==> src/rtl/ssp_frame_ctrl.sv <==
// ssp_frame_ctrl: TI synchronous-serial frame sequencer in the PCLK domain.
// It pops words from the transmit FIFO and emits a one-bit-period frame
// sync followed by DATA_W data bits, MSB first. It also assembles received
// bits into words for the receive FIFO. Every output is a flop.
module ssp_frame_ctrl #(
    parameter int DATA_W = 8,   // bits per frame, 4..16
    parameter int DIV    = 4    // PCLK cycles per serial bit, even, >= 2
) (
    input  logic              PCLK,
    input  logic              CLEAR_B,
    input  logic              TX_VALID,
    input  logic [DATA_W-1:0] TX_DATA,
    output logic              TX_POP,
    input  logic              RX_READY,
    output logic [DATA_W-1:0] RX_DATA,
    output logic              RX_VALID,
    output logic              RX_OVR,
    output logic              SSPCLKOUT,
    output logic              SSPFSSOUT,
    output logic              SSPTXD,
    input  logic              SSPRXD,
    output logic              SSPOE_B,
    output logic              BUSY
);

    localparam int PW = $clog2(DIV);
    localparam int BW = $clog2(DATA_W);

    // Phase values inside one serial bit period.
    localparam logic [PW-1:0] P_LAST   = PW'(DIV - 1);
    localparam logic [PW-1:0] P_HALF   = PW'(DIV / 2);
    localparam logic [PW-1:0] P_SAMPLE = PW'(DIV / 2 - 1);
    localparam logic [BW-1:0] B_FIRST  = BW'(DATA_W - 1);

    typedef enum logic [1:0] {
        IDLE,
        SYNC,
        SHIFT
    } state_t;

    state_t            state;
    logic [PW-1:0]     p;
    logic [BW-1:0]     bit_cnt;
    logic [DATA_W-1:0] tx_sr;
    logic [DATA_W-1:0] rx_sr;

    logic              frame_end;
    logic              load;
    logic [PW-1:0]     p_next;
    logic              clk_next;

    // Decode the frame boundary and the next phase value.
    always_comb begin
        // NOTE: every always_comb output gets a default first so no path can leave it unassigned and infer a latch.
        frame_end = 1'b0;
        load      = 1'b0;
        p_next    = '0;
        clk_next  = 1'b0;

        frame_end = (state == SHIFT) && (p == P_LAST) && (bit_cnt == '0);
        // A word is taken only while IDLE or on the end-of-frame edge.
        load      = TX_VALID && ((state == IDLE) || frame_end);
        p_next    = (p == P_LAST) ? '0 : p + PW'(1);
        clk_next  = (p_next < P_HALF);
    end

    // Frame sequencer: state, counters, shift registers and all registered outputs.
    always_ff @(posedge PCLK) begin
        // NOTE: sequential state uses non-blocking assignments so every flop samples pre-edge values, whatever the statement order.
        TX_POP   <= 1'b0;
        RX_VALID <= 1'b0;
        RX_OVR   <= 1'b0;

        if (CLEAR_B) begin
            state     <= IDLE;
            p         <= '0;
            bit_cnt   <= '0;
            tx_sr     <= '0;
            rx_sr     <= '0;
            RX_DATA   <= '0;
            SSPCLKOUT <= 1'b0;
            SSPFSSOUT <= 1'b0;
            SSPTXD    <= 1'b0;
            SSPOE_B   <= 1'b1;
            BUSY      <= 1'b0;
        end else begin
            // Capture SSPRXD on the edge that ends the high half of SSPCLKOUT.
            if ((state == SHIFT) && (p == P_SAMPLE)) begin
                rx_sr <= {rx_sr[DATA_W-2:0], SSPRXD};
            end

            // Deliver the word, or flag it as dropped, whether or not another frame follows.
            if (frame_end) begin
                if (RX_READY) begin
                    RX_DATA  <= rx_sr;
                    RX_VALID <= 1'b1;
                end else begin
                    RX_OVR   <= 1'b1;
                end
            end

            if (load) begin
                // Start a frame: sync phase, bit period 0, MSB already on the line.
                state     <= SYNC;
                p         <= '0;
                tx_sr     <= TX_DATA;
                TX_POP    <= 1'b1;
                SSPCLKOUT <= 1'b1;
                SSPFSSOUT <= 1'b1;
                SSPTXD    <= TX_DATA[DATA_W-1];
                SSPOE_B   <= 1'b0;
                BUSY      <= 1'b1;
            end else begin
                case (state)
                    IDLE: begin
                        p         <= '0;
                        SSPCLKOUT <= 1'b0;
                        SSPFSSOUT <= 1'b0;
                        SSPTXD    <= 1'b0;
                        SSPOE_B   <= 1'b1;
                        BUSY      <= 1'b0;
                    end

                    SYNC: begin
                        p         <= p_next;
                        SSPCLKOUT <= clk_next;
                        if (p == P_LAST) begin
                            // MSB stays on SSPTXD; only the frame sync drops.
                            state     <= SHIFT;
                            bit_cnt   <= B_FIRST;
                            SSPFSSOUT <= 1'b0;
                        end
                    end

                    SHIFT: begin
                        if (frame_end) begin
                            state     <= IDLE;
                            p         <= '0;
                            SSPCLKOUT <= 1'b0;
                            SSPFSSOUT <= 1'b0;
                            SSPTXD    <= 1'b0;
                            SSPOE_B   <= 1'b1;
                            BUSY      <= 1'b0;
                        end else begin
                            p         <= p_next;
                            SSPCLKOUT <= clk_next;
                            if (p == P_LAST) begin
                                // Data moves only as the bit period wraps.
                                bit_cnt <= bit_cnt - BW'(1);
                                tx_sr   <= tx_sr << 1;
                                SSPTXD  <= tx_sr[DATA_W-2];
                            end
                        end
                    end

                    default: begin
                        state <= IDLE;
                    end
                endcase
            end
        end
    end

endmodule

==> config.mk <==
export PLATFORM = sky130hd
export DESIGN_NAME = ssp_frame_ctrl
export DESIGN_NICKNAME = d
export VERILOG_FILES = /design/src/rtl/ssp_frame_ctrl.sv
export SDC_FILE = /design/constraint.sdc
export NUM_CORES = 1
export LEC_CHECK = 0
export BUFFER_PORTS_ARGS = -buffer_cell sky130_fd_sc_hd__clkbuf_2
export CORE_ASPECT_RATIO = 0.6
export CORE_MARGIN = 4
export CORE_UTILIZATION = 55
export DETAILED_ROUTE_END_ITERATION = 8
export PLACE_DENSITY = 0.77
export SLEW_MARGIN = 10
export SYNTH_ARGS = -nofsm -noshare
export SYNTH_HDL_FRONTEND = slang
export SYNTH_SLANG_ARGS = --single-unit
==> constraint.sdc <==
create_clock -name PCLK -period 5.5 [get_ports PCLK]
set_clock_uncertainty 0.15 [all_clocks]
set_input_delay 1.1 -clock PCLK [delete_from_list [all_inputs] [get_ports PCLK]]
set_output_delay 1.1 -clock PCLK [all_outputs]
set_load 0.1 [all_outputs]
### Word-level counts from Yosys, hierarchy flattened

Index checks and enable logic that the tools add are counted.

| word-level totals | value |
|---|---|
| flip-flop bits (word level) | 38 |
| output and inout port bits | 16 |
| input port bits | 13 |
| word-level logic and storage cells | 91 |

| operators by class | value |
|---|---|
| bitwise logic cells | 3 |
| order comparisons | 1 |
| $add $sub $neg | 2 |
| equality and inequality tests | 13 |
| reductions and logical operators | 23 |
| muxes and demuxes | 34 |

Operator list:

| cell | count |
|---|---|
| two-way mux 7 bit | 4 |
| two-way mux 1 bit | 15 |
| case mux 2 bit (3 select lines) | 2 |
| AND reduction 3 bit | 4 |
| two-way mux 3 bit | 3 |
| two-way mux 2 bit | 4 |
| != test 2 bit (second input constant) | 4 |
| != test 3 bit (second input constant) | 2 |
| case mux 1 bit (2 select lines) | 3 |
| case mux 1 bit (3 select lines) | 2 |
| case mux 3 bit (2 select lines) | 1 |
| AND reduction 2 bit | 3 |
| nonzero test 2 bit | 3 |
| nonzero test 3 bit | 2 |
| AND reduction 5 bit | 1 |
| == test 2 x 1 -> 1 bit (second input constant) | 2 |
| == test 2 bit (second input constant) | 2 |
| logical AND 1 bit | 4 |
| != test 2 x 1 -> 1 bit (second input constant) | 2 |
| != test 4 x 3 -> 1 bit (second input constant) | 1 |
| nonzero test 4 bit | 1 |
| OR reduction 2 bit | 2 |
| logical NOT 3 bit | 1 |
| NOT 1 bit | 3 |
| 5 further kinds | 5 |

### Depth between registers and ports, before layout

Gate-level depths: netlist of run 1.

| logic depth | value |
|---|---|
| word-level depth | 7 |
| gate-level depth with buffers | 8 |
| mapped depth without buffers | 6 |

### Worst setup path before layout of run 1

Ideal clock, no wire load.

| timing | value |
|---|---|
| kind | register to output |
| start point | reg SSPTXD |
| end point | out SSPTXD |
| data required time | 4.250 ns |
| path buffers | 0 |
| path slack | 3.325 ns |
| stages on the path, launching flop included | 1 |
| arrival time | 0.925 ns |
| cells stage by stage | dfxtp_1 |

RTL lines:

| what | RTL line | text |
|---|---|---|
| start: declaration | 20 | `output logic SSPTXD,` |
| start signal: assignment | 110 | `SSPTXD <= TX_DATA[DATA_W-1];` |
| start signal: assignment | 151 | `SSPTXD <= tx_sr[DATA_W-2];` |

No word-level cell between the ends.

### Final worst setup path of run 1

| timing | value |
|---|---|
| start point | reg state[0] |
| end point | reg state[0] |

| between the ends | value |
|---|---|
| word-level cells in the longest chain between the ends | 7 |
| elaborated cells between the ends (all ways) | 13 |
| those cells by class | eq/ne (5); mux (2); reduce/logical (6) |

Ends and longest elaborated chain:

| what | RTL line | text |
|---|---|---|
| start: declaration | 41 | `state_t state;` |
| start signal: assignment | 75 | `state <= IDLE;` |
| start signal: assignment | 104 | `state <= SYNC;` |
| start signal: assignment | 129 | `state <= SHIFT;` |
| == test 2 bit | 60, 114 |  |
| logical AND 1 bit (2 in a row) | 60 | `frame_end = (state == SHIFT) && (p == P_LAST) && (bit_cnt == '0);` |
| logical OR 1 bit | 62 | `load = TX_VALID && ((state == IDLE) \|\| frame_end);` |
| logical AND 1 bit | 62 |  |
| != test 3 bit (no line) or != test 2 bit (tied branches) | n/a |  |
| AND reduction 3 bit (no line) | n/a |  |

Parallel ways exist; a longest one is shown, timed or not.
A chain may end at the register's enable or synchronous reset.

==> results of run 1 <==
-- cells by family (layout without fill, tap and decap cells) --
| logic type | count (synthesis) | count (layout) | synth area share, % |
|---|---|---|---|
| adders and majority gates | 8 | 8 | 5.87 |
| AOI/OAI and AO/OA | 51 | 51 | 20.8 |
| DFF | 38 | 38 | 44.6 |
| muxes | 6 | 6 | 3.52 |
| and+or+nand+nor | 72 | 72 | 19.8 |
| buffers and inverters | 18 | 42 | 5.36 |
-- routing by layer --
layer	vias to the layer above	GRT usage [%]	part of all wire, %
met2	42	26.6	44
met1	672	26.3	48
met3	7	5.63	7.0
li1	725	-	-
met5	-	0	0
met4	0	7.58	1.5
-- synthesized netlist by cell type, types with 5 or more instances --
| master | n |
|---|---|
| dfxtp_1 | 38 |
| nand2b_1 | 5 |
| inv_1 | 6 |
| ha_1 | 8 |
| nand2_1 | 25 |
| mux2i_1 | 6 |
| a21oi_1 | 23 |
| o21ai_0 | 6 |
| nor2_1 | 15 |
| a211oi_2 | 6 |
| clkbuf_1 | 6 |
| nand3_1 | 17 |
-- through the flow --
stage                     hold slack (ns)  area [µm²]  util (%)  worst slack (ns)
after floorplan                     0.287        1700         -              3.33
after global placement              0.295        1830      62.8              2.91
after detailed placement            0.298        1830      62.8              2.78
after CTS                           0.308        1920      66.0              2.78
after global routing                0.339        1920      66.0              2.57
final                               0.305        1920      66.0              2.77
-- worst register-to-register path, cell delays in order (launching register included) --
cell and delay [ns]:
dfxtp_1 0.36, inv_1 0.08, ha_1 0.47, and4b_1 0.45, o21ai_2 0.74, o21ai_0 0.17
nor2b_1 0.17
-- flip-flops by register name (all words and copies together) (netlist names) --
name	count
rx_sr	8
RX_OVR	1
RX_DATA	8
tx_sr	7
TX_POP	1
SSPFSSOUT	1
state	2
RX_VALID	1
BUSY	1
p	2
SSPOE_B	1
SSPCLKOUT	1
SSPTXD	1
bit_cnt	3
-- final timing paths --
kind              start         end  slack [ns]  depth (start not counted)
max            state[0]    state[0]        2.77                          6
max reg2reg    state[0]    state[0]        2.77                          6
min reg2reg  RX_DATA[1]  RX_DATA[1]        0.31                          2
min          RX_DATA[1]  RX_DATA[1]        0.31                          2
-- layout make-up --
cell class	count	area, µm²	share of cell area [%]
clock buffer	7	86.3	4.50
clock inverter	1	5.00	0.261
inverter	6	22.5	1.17
multi-input combinational	137	852	44.4
sequential	38	761	39.6
tap	42	52.6	2.74
timing repair buffer	28	140	7.30
-- power breakdown --
group	switching [µW]	internal, µW
combinational	91.0	31.1
sequential	8.16	289
clock	93.3	101
==> results.yml, run 1 <==
status:
  outcome: "completed"
clocking:
  cts_hold_buf: 0
  clock-sinks: 38
  post-cts-setup-buffer-count: 0
  cts_made_buffers: 5
  clock_latency_ns: 0.29
  cts-htree-levels: 2
  clockBufferDepth: 2
  path_clk_slew_ns: 0.07
  cts_resized: 0
  cts_tree: "yes"
  root_buffer: "clkbuf_8"
setup_path:
  cp_slowest_cell: "o21ai_2"
  worstPathRequired_ns: 5.50
  cp_top_family: "compound AO/OA/AOI/OAI gates"
  slowest_delay_ns: 0.73
  cp.buffers_inverters: 1
  critPathLaunchType: "flip-flop"
  critical_path_class: "reg -> reg"
  cp.arrival_ns: 2.73
  endpoint_kind: "flip-flop"
  worstPathMaxFanout: 25
  path_cells: "inv_1 > ha_1 > and4b_1 > o21ai_2 > o21ai_0 > nor2b_1"
layout:
  n_antenna_cell: 0
  synthToLayoutAreaGrowth_pct: 12.6
  stdcell_count: 259
  final_cell_mix: "dfxtp_1 (38), clkbuf_2 (28), nand2_1 (25)"
  layout.nets: 237
  layout_commonest_cell: "dfxtp_1"
  drive_gt1_share_pct: 19.8
  fill_cells: 256
placed_design:
  dp_hpwl_um: 2670
  io_buffers: 28
  gp_congestion: 0.905
  dp_cells: 251
routing:
  wirelength_um: 3710
  drt_iter0_markers: 116
  num_vias: 1446
  drc: 0
  wl_per_cell_um: 14.3
  drt-pass1-iter-count: 4
  drtAntennaViolNets: 0
  viasPerCell: 5.58
global_route:
  grtUsageTotal_pct: 18.7
  antenna_found_initial: 0
  grt-ovfl-total: 0
  grt_pass1_wl_um: 5780
  grt_max_degree: 37
  grt_pass1_vias: 1240
floorplan:
  start_util_pct: 58.6
  io_pins: 29
  die-area_mm2: 0.00408
  die_y_um: 51.1
  core_area_mm2: 0.00291
  die_w_um: 79.9
  placementRows: 15
synth:
  syn_nets: 214
  yosysUniqueCellTypes: 35
  ys_seq_elements: 38
  postSynthAreaPerCell_um2: 8.83
  synth-async-reset-ratio_pct: 0
  synthCells: 193
  synth.top_cell.area_share_pct: 44.6
  synth_top_cell_by_area: "dfxtp_1"
  netlist_area_mm2: 0.00170
  synth_edf_count: 0
  synth_area_leaders: "dfxtp_1 (45%), a21oi_1 (6.8%), ha_1 (5.9%)"
  synth-main-ff-cell: "dfxtp_1"
  yosys_warnings: 0
  ys_seq_area_share_pct: 44.6
sta:
  tightest_slew_ns: 0.887
  rsz0062_at_grt: "no"
  report.final.hold_viol_count: 0
  fin_crit_ns: 2.73
  setup_viol: 0
  fmax_ghz: 0.367
  tns_ns: 0
  slew_headroom_pct: 40.9
  finalCritPeriodShare_pct: 49.6
  drv_slew: 0
job:
  cap_violations: 0
power_and_ir_drop:
  cellLeakagePower_uw: 0.000718
  p_per_area_mw_per_mm2: 320
  finalPower_uw: 614
  peakVddDrop_v: 0.000134
worst_hold_path:
  hold_class: "reg -> reg"
Note: power is estimated with default switching activity, not from simulation.
==> inputs of run 2 (changes only) <==
--- a/config.mk
+++ b/config.mk
@@ -8,9 +8,9 @@
 export BUFFER_PORTS_ARGS = -buffer_cell sky130_fd_sc_hd__clkbuf_2
 export CORE_ASPECT_RATIO = 0.6
 export CORE_MARGIN = 4
-export CORE_UTILIZATION = 55
+export CORE_UTILIZATION = 49
 export DETAILED_ROUTE_END_ITERATION = 8
-export PLACE_DENSITY = 0.77
+export PLACE_DENSITY = 0.73
 export SLEW_MARGIN = 10
 export SYNTH_ARGS = -nofsm -noshare
 export SYNTH_HDL_FRONTEND = slang
==> constraint.sdc (replaced) <==
create_clock -name PCLK -period 2.2 [get_ports PCLK]
set_clock_uncertainty 0.15 [all_clocks]
set_input_delay 0.44 -clock PCLK [delete_from_list [all_inputs] [get_ports PCLK]]
set_output_delay 0.44 -clock PCLK [all_outputs]
set_load 0.1 [all_outputs]
==> run 2 against run 1 <==
- setup slack got worse by 2.5 ns
- final area rose by 3.5%
- highest routed layer unchanged
- largest cell class unchanged
- largest power group unchanged
- register-to-register slack worse by 2.5 ns
==> results.yml, run 2 (same netlist as run 1, synthesis figures left out) <==
placed_design:
  io_buffers: 28
  gp_congestion: 0.845
  dp_hpwl_um: 2690
clocking:
  path_clk_slew_ns: 0.07
  cts-htree-levels: 2
  clock-sinks: 38
  cts_hold_buf: 0
  cts_tree: "yes"
  root_buffer: "clkbuf_8"
  cts_made_buffers: 5
  clockBufferDepth: 2
  cts_resized: 0
  clock_latency_ns: 0.29
  post-cts-setup-buffer-count: 0
routing:
  wirelength_um: 3710
  drtAntennaViolNets: 0
  wl_per_cell_um: 13.8
  num_vias: 1441
  drt_iter0_markers: 75
  viasPerCell: 5.38
  drc: 0
  drt-pass1-iter-count: 4
setup_path:
  slowest_delay_ns: 0.38
  rrSetupSlack_ns: 0.29
  cp_slowest_cell: "dfxtp_1"
  r2r-end: "RX_DATA[4]"
  r2r-start: "p[0]"
  worstPathMaxFanout: 11
  critPathLaunchType: "flip-flop"
  critical_path_class: "reg -> reg"
  cp.buffers_inverters: 1
  crit_top_cell: "nand2_1"
  cp.arrival_ns: 1.91
  cp_top_family: "simple AND/OR/NAND/NOR gates"
  worstPathRequired_ns: 2.20
  path_cells: "ha_1 > and4b_1 > buf_4 > nand2_1 > nand2_1 > a21oi_1"
  r2r_cells: 6
  endpoint_kind: "flip-flop"
floorplan:
  start_util_pct: 51.6
  placementRows: 16
  die_y_um: 53.7
  io_pins: 29
  core_area_mm2: 0.00330
  die_w_um: 84.1
  die-area_mm2: 0.00452
layout:
  top_regs: "RX_DATA x8, rx_sr x8, tx_sr x7"
  fill_cells: 301
  synthToLayoutAreaGrowth_pct: 16.5
  n_antenna_cell: 0
  layout_commonest_cell: "dfxtp_1"
  final_cell_mix: "dfxtp_1 (38), clkbuf_2 (28), nand2_1 (25)"
  drive_gt1_share_pct: 22.4
  layout.nets: 243
sta:
  holdWs_ns: 0.235
  fin_crit_ns: 1.91
  fmax_ghz: 0.523
  setup_viol: 0
  tns_ns: 0
  rsz0062_at_grt: "no"
  finalCritPeriodShare_pct: 86.9
  tightest_slew_ns: 0.592
  drv_slew: 0
  report.final.hold_viol_count: 0
  slew_headroom_pct: 60.5
power_and_ir_drop:
  peakVddDrop_v: 0.000390
  p_int_uw: 1140
  power_frac_comb_pct: 19.1
  switching_power_uw: 494
  switching_share_pct: 30.2
  p_per_area_mw_per_mm2: 824
  clkPwrFrac_pct: 35.4
  power_frac_seq_pct: 45.5
  cellLeakagePower_uw: 0.000759
global_route:
  antenna_found_initial: 0
  use_met3_pct: 5.20
  busiest_layer: "met1"
  grtUsageTotal_pct: 17.8
  grt_pass1_vias: 1234
  grt-ovfl-total: 0
  use_met2_pct: 23.7
  grt_pass1_wl_um: 6200
  gr-usage-met1_pct: 26.6
  grt_max_degree: 30
worst_hold_path:
  hold_path_end: "rx_sr[0]"
  hold_depth: 3
  hold_start: "SSPRXD"
  hold_class: "in -> reg"
status:
  outcome: "completed"
job:
  cap_violations: 0
## run 2: metrics by stage
stage,power (µW),std cells,instance area [µm²],setup slack [ns],util (%)
floorplan,1010,193,1700,0.446,-
global placement,1070,260,1880,0.337,56.8
detailed placement,1070,260,1880,0.316,56.8
CTS,1650,268,1990,0.285,60.1
global route,1710,268,1990,0.125,60.1
finish,1640,268,1990,0.288,60.1
## run 2: layer usage
layer	part of all wire (%)	wire, µm	vias up
met2	39	1450	38
met3	6.5	240	5
met5	0	0	-
met1	53	1980	659
li1	-	-	739
met4	0.97	36	0
## run 2: worst reg2reg max path, cell delays in order, from the launching register on
cell,delay (ns)
dfxtp_1,0.38
ha_1,0.37
and4b_1,0.28
buf_4,0.17
nand2_1,0.21
nand2_1,0.13
a21oi_1,0.07
## run 2: power groups by stage
stage	clock, µW	sequential (µW)	combinational [µW]
CTS	590	744	312
floorplan	0	855	155
global placement	0	759	312
global route	626	748	336
detailed placement	0	759	312
finish	579	745	313
## run 2: final cells by class
class	instances	area [µm²]	area share, %
tap	45	56.3	2.84
clock inverter	3	40.0	2.02
sequential	38	761	38.3
clock buffer	5	68.8	3.47
timing repair buffer	34	185	9.33
multi-input combinational	137	852	42.9
inverter	6	22.5	1.13
## run 2: how the worst max path moves through the flow
stage | startpoint | endpoint | slack, ns | cells past startpoint
CTS | p[0] | RX_DATA[4] | 0.29 | 6
floorplan | state[0] | SSPCLKOUT | 0.45 | 8
finish | p[0] | RX_DATA[4] | 0.29 | 6
detailed placement | p[0] | RX_DATA[4] | 0.32 | 6
global route | p[0] | SSPTXD | 0.13 | 5
global placement | state[0] | state[0] | 0.34 | 7
==> inputs of run 3 (changes only) <==
--- a/config.mk
+++ b/config.mk
@@ -5,12 +5,13 @@
 export SDC_FILE = /design/constraint.sdc
 export NUM_CORES = 1
 export LEC_CHECK = 0
+export ABC_AREA = 1
 export BUFFER_PORTS_ARGS = -buffer_cell sky130_fd_sc_hd__clkbuf_2
 export CORE_ASPECT_RATIO = 0.6
 export CORE_MARGIN = 4
-export CORE_UTILIZATION = 49
+export CORE_UTILIZATION = 50
 export DETAILED_ROUTE_END_ITERATION = 8
-export PLACE_DENSITY = 0.73
+export PLACE_DENSITY = 0.74
 export SLEW_MARGIN = 10
 export SYNTH_ARGS = -nofsm -noshare
 export SYNTH_HDL_FRONTEND = slang
==> run 3 against run 2 <==
- first-iteration DRC count is 15% higher
- global-route usage barely moved
- fmax is 0.61% lower
- core utilization increased by 2.6 points
- final cell count up 19%
- final area up 4.9%
- power rose by 2.9%
- clock power increased by 27%
- sequential share of layout area fell by 1.8 points
- register-to-register slack about the same
- highest routed layer unchanged
==> results.yml, run 3 <==
clocking:
  path_clk_slew_ns: 0.07
  post-cts-setup-buffer-count: 0
  cts_resized: 0
  clock-sinks: 38
  clockBufferDepth: 2
  cts-htree-levels: 2
  cts_made_buffers: 5
  root_buffer: "clkbuf_8"
  cts_tree: "yes"
  cts_hold_buf: 0
  clock_latency_ns: 0.29
setup_path:
  critPathLaunchType: "flip-flop"
  r2r-start: "state[0]"
  rrSetupSlack_ns: 0.28
  worstPathMaxFanout: 6
  critical_path_class: "reg -> reg"
  endpoint_kind: "flip-flop"
  cp.arrival_ns: 1.97
  worstPathRequired_ns: 2.25
  crit_start: "state[0]"
job:
  cap_violations: 0
global_route:
  antenna_found_initial: 0
  grt_max_degree: 21
  grtUsageTotal_pct: 17.8
  grt-ovfl-total: 0
  grt_pass1_vias: 1312
  grt_pass1_wl_um: 6210
power_and_ir_drop:
  switching_share_pct: 25.7
  power_frac_seq_pct: 43.0
  p_int_uw: 1250
  peakVddDrop_v: 0.000425
  clkPwrFrac_pct: 43.6
  finalPower_uw: 1680
  cellLeakagePower_uw: 0.000958
  switching_power_uw: 434
  p_per_area_mw_per_mm2: 809
  power_frac_comb_pct: 13.4
routing:
  drc: 0
  wl_per_cell_um: 11.9
  drtAntennaViolNets: 0
  drt_iter0_markers: 86
  num_vias: 1551
  drt-pass1-iter-count: 4
  viasPerCell: 4.85
  wirelength_um: 3820
layout:
  drive_gt1_share_pct: 19.3
  synthToLayoutAreaGrowth_pct: 18.4
  top_regs: "RX_DATA x8, rx_sr x8, tx_sr x7"
  stdcell_count: 320
  layout_commonest_cell: "nand2_1"
  final_util_pct: 62.7
  final_cell_mix: "nand2_1 (60), dfxtp_1 (38), nor2_1 (33)"
  n_antenna_cell: 0
  layout.nets: 295
  fill_cells: 305
synth:
  synth-async-reset-ratio_pct: 0
  ys_seq_elements: 38
  yosys_warnings: 0
  yosysUniqueCellTypes: 24
  synth.top_cell.area_share_pct: 43.2
  netlist_area_mm2: 0.00176
  synthMostInstantiatedCell: "nand2_1"
  synthTopCellsByCount: "nand2_1 (60), dfxtp_1 (38), nor2_1 (33)"
  synth_area_leaders: "dfxtp_1 (43%), nand2_1 (13%), nor2_1 (7.0%)"
  synth-main-ff-cell: "dfxtp_1"
  synth_edf_count: 0
  synthCells: 243
  ys_seq_area_share_pct: 43.2
  postSynthAreaPerCell_um2: 7.24
  synth_top_cell_by_area: "dfxtp_1"
  syn_nets: 264
sta:
  fin_crit_ns: 1.92
  tightest_slew_ns: 0.595
  finalCritPeriodShare_pct: 87.4
  setup_viol: 0
  holdWs_ns: 0.185
  tns_ns: 0
  fmax_ghz: 0.520
  report.final.hold_viol_count: 0
  slew_headroom_pct: 60.3
  drv_slew: 0
  rsz0062_at_grt: "no"
floorplan:
  io_pins: 29
  core_area_mm2: 0.00332
  start_util_pct: 52.9
  die_w_um: 84.6
  placementRows: 16
  die_y_um: 53.9
  die-area_mm2: 0.00456
worst_hold_path:
  hold_start: "TX_DATA[1]"
  hold_class: "in -> reg"
placed_design:
  dp_hpwl_um: 2730
  io_buffers: 28
  dp_cells: 312
  gp_congestion: 0.847
status:
  outcome: "completed"
==> run 3: logic make-up after synthesis <==
family / after synthesis / synth area share (%)
and+or+nand+nor: 127 / 32.1
buffers and inverters: 35 / 8.11
DFF: 38 / 43.2
AOI/OAI and AO/OA: 34 / 10.3
adders and majority gates: 8 / 5.69
xor gates and xnor gates: 1 / 0.498
==> run 3: worst paths after layout <==
path	end	cells after the start
hold / removal	tx_sr[1]	3
setup reg to reg	SSPOE_B	10
setup / recovery	SSPOE_B	10
hold reg to reg	RX_DATA[7]	2
==> run 3: through the flow <==
step,setup WS [ns],instance area [µm²]
2_1_floorplan,0.541,1760
3_5_place_dp,0.319,1940
5_1_grt,0.137,2080
4_1_cts,0.309,2080
6_report,0.276,2080
3_3_place_gp,0.404,1940
==> run 3: layout make-up <==
class                           instances  area (µm²)  share of cell area [%]
Multi-Input combinational cell        170         856                    41.1
Timing Repair Buffer                   31         163                    7.81
Inverter                               28         105                    5.05
Sequential cell                        38         761                    36.5
Clock inverter                          2        60.1                    2.88
Clock buffer                            6        82.6                    3.96
Tap cell                               45        56.3                    2.70
==> run 3: power by group through the flow <==
stage          Clock [µW]  Combinational (µW)  Sequential, µW
2_1_floorplan           0                 105             811
3_3_place_gp            0                 222             740
3_5_place_dp            0                 222             740
4_1_cts               755                 224             724
5_1_grt               773                 246             727
6_report              735                 225             725
==> run 3: per-layer routing <==
layer	GRT usage [%]	share of wire [%]	vias up
li1	-	-	827
met3	5.35	5.6	6
met1	25.8	55	682
met5	0	0	-
met4	7.11	1.3	0
met2	24.4	38	36
==> run 3: worst max-delay path, cell delays in order, from the launching register on <==
cell	delay [ns]
dfxtp_1	0.39
inv_1	0.09
ha_1	0.29
nand2_2	0.14
inv_2	0.05
nand2_4	0.10
o21ai_0	0.10
o21ai_0	0.32
nand2_1	0.09
nand2_1	0.07
inv_1	0.03
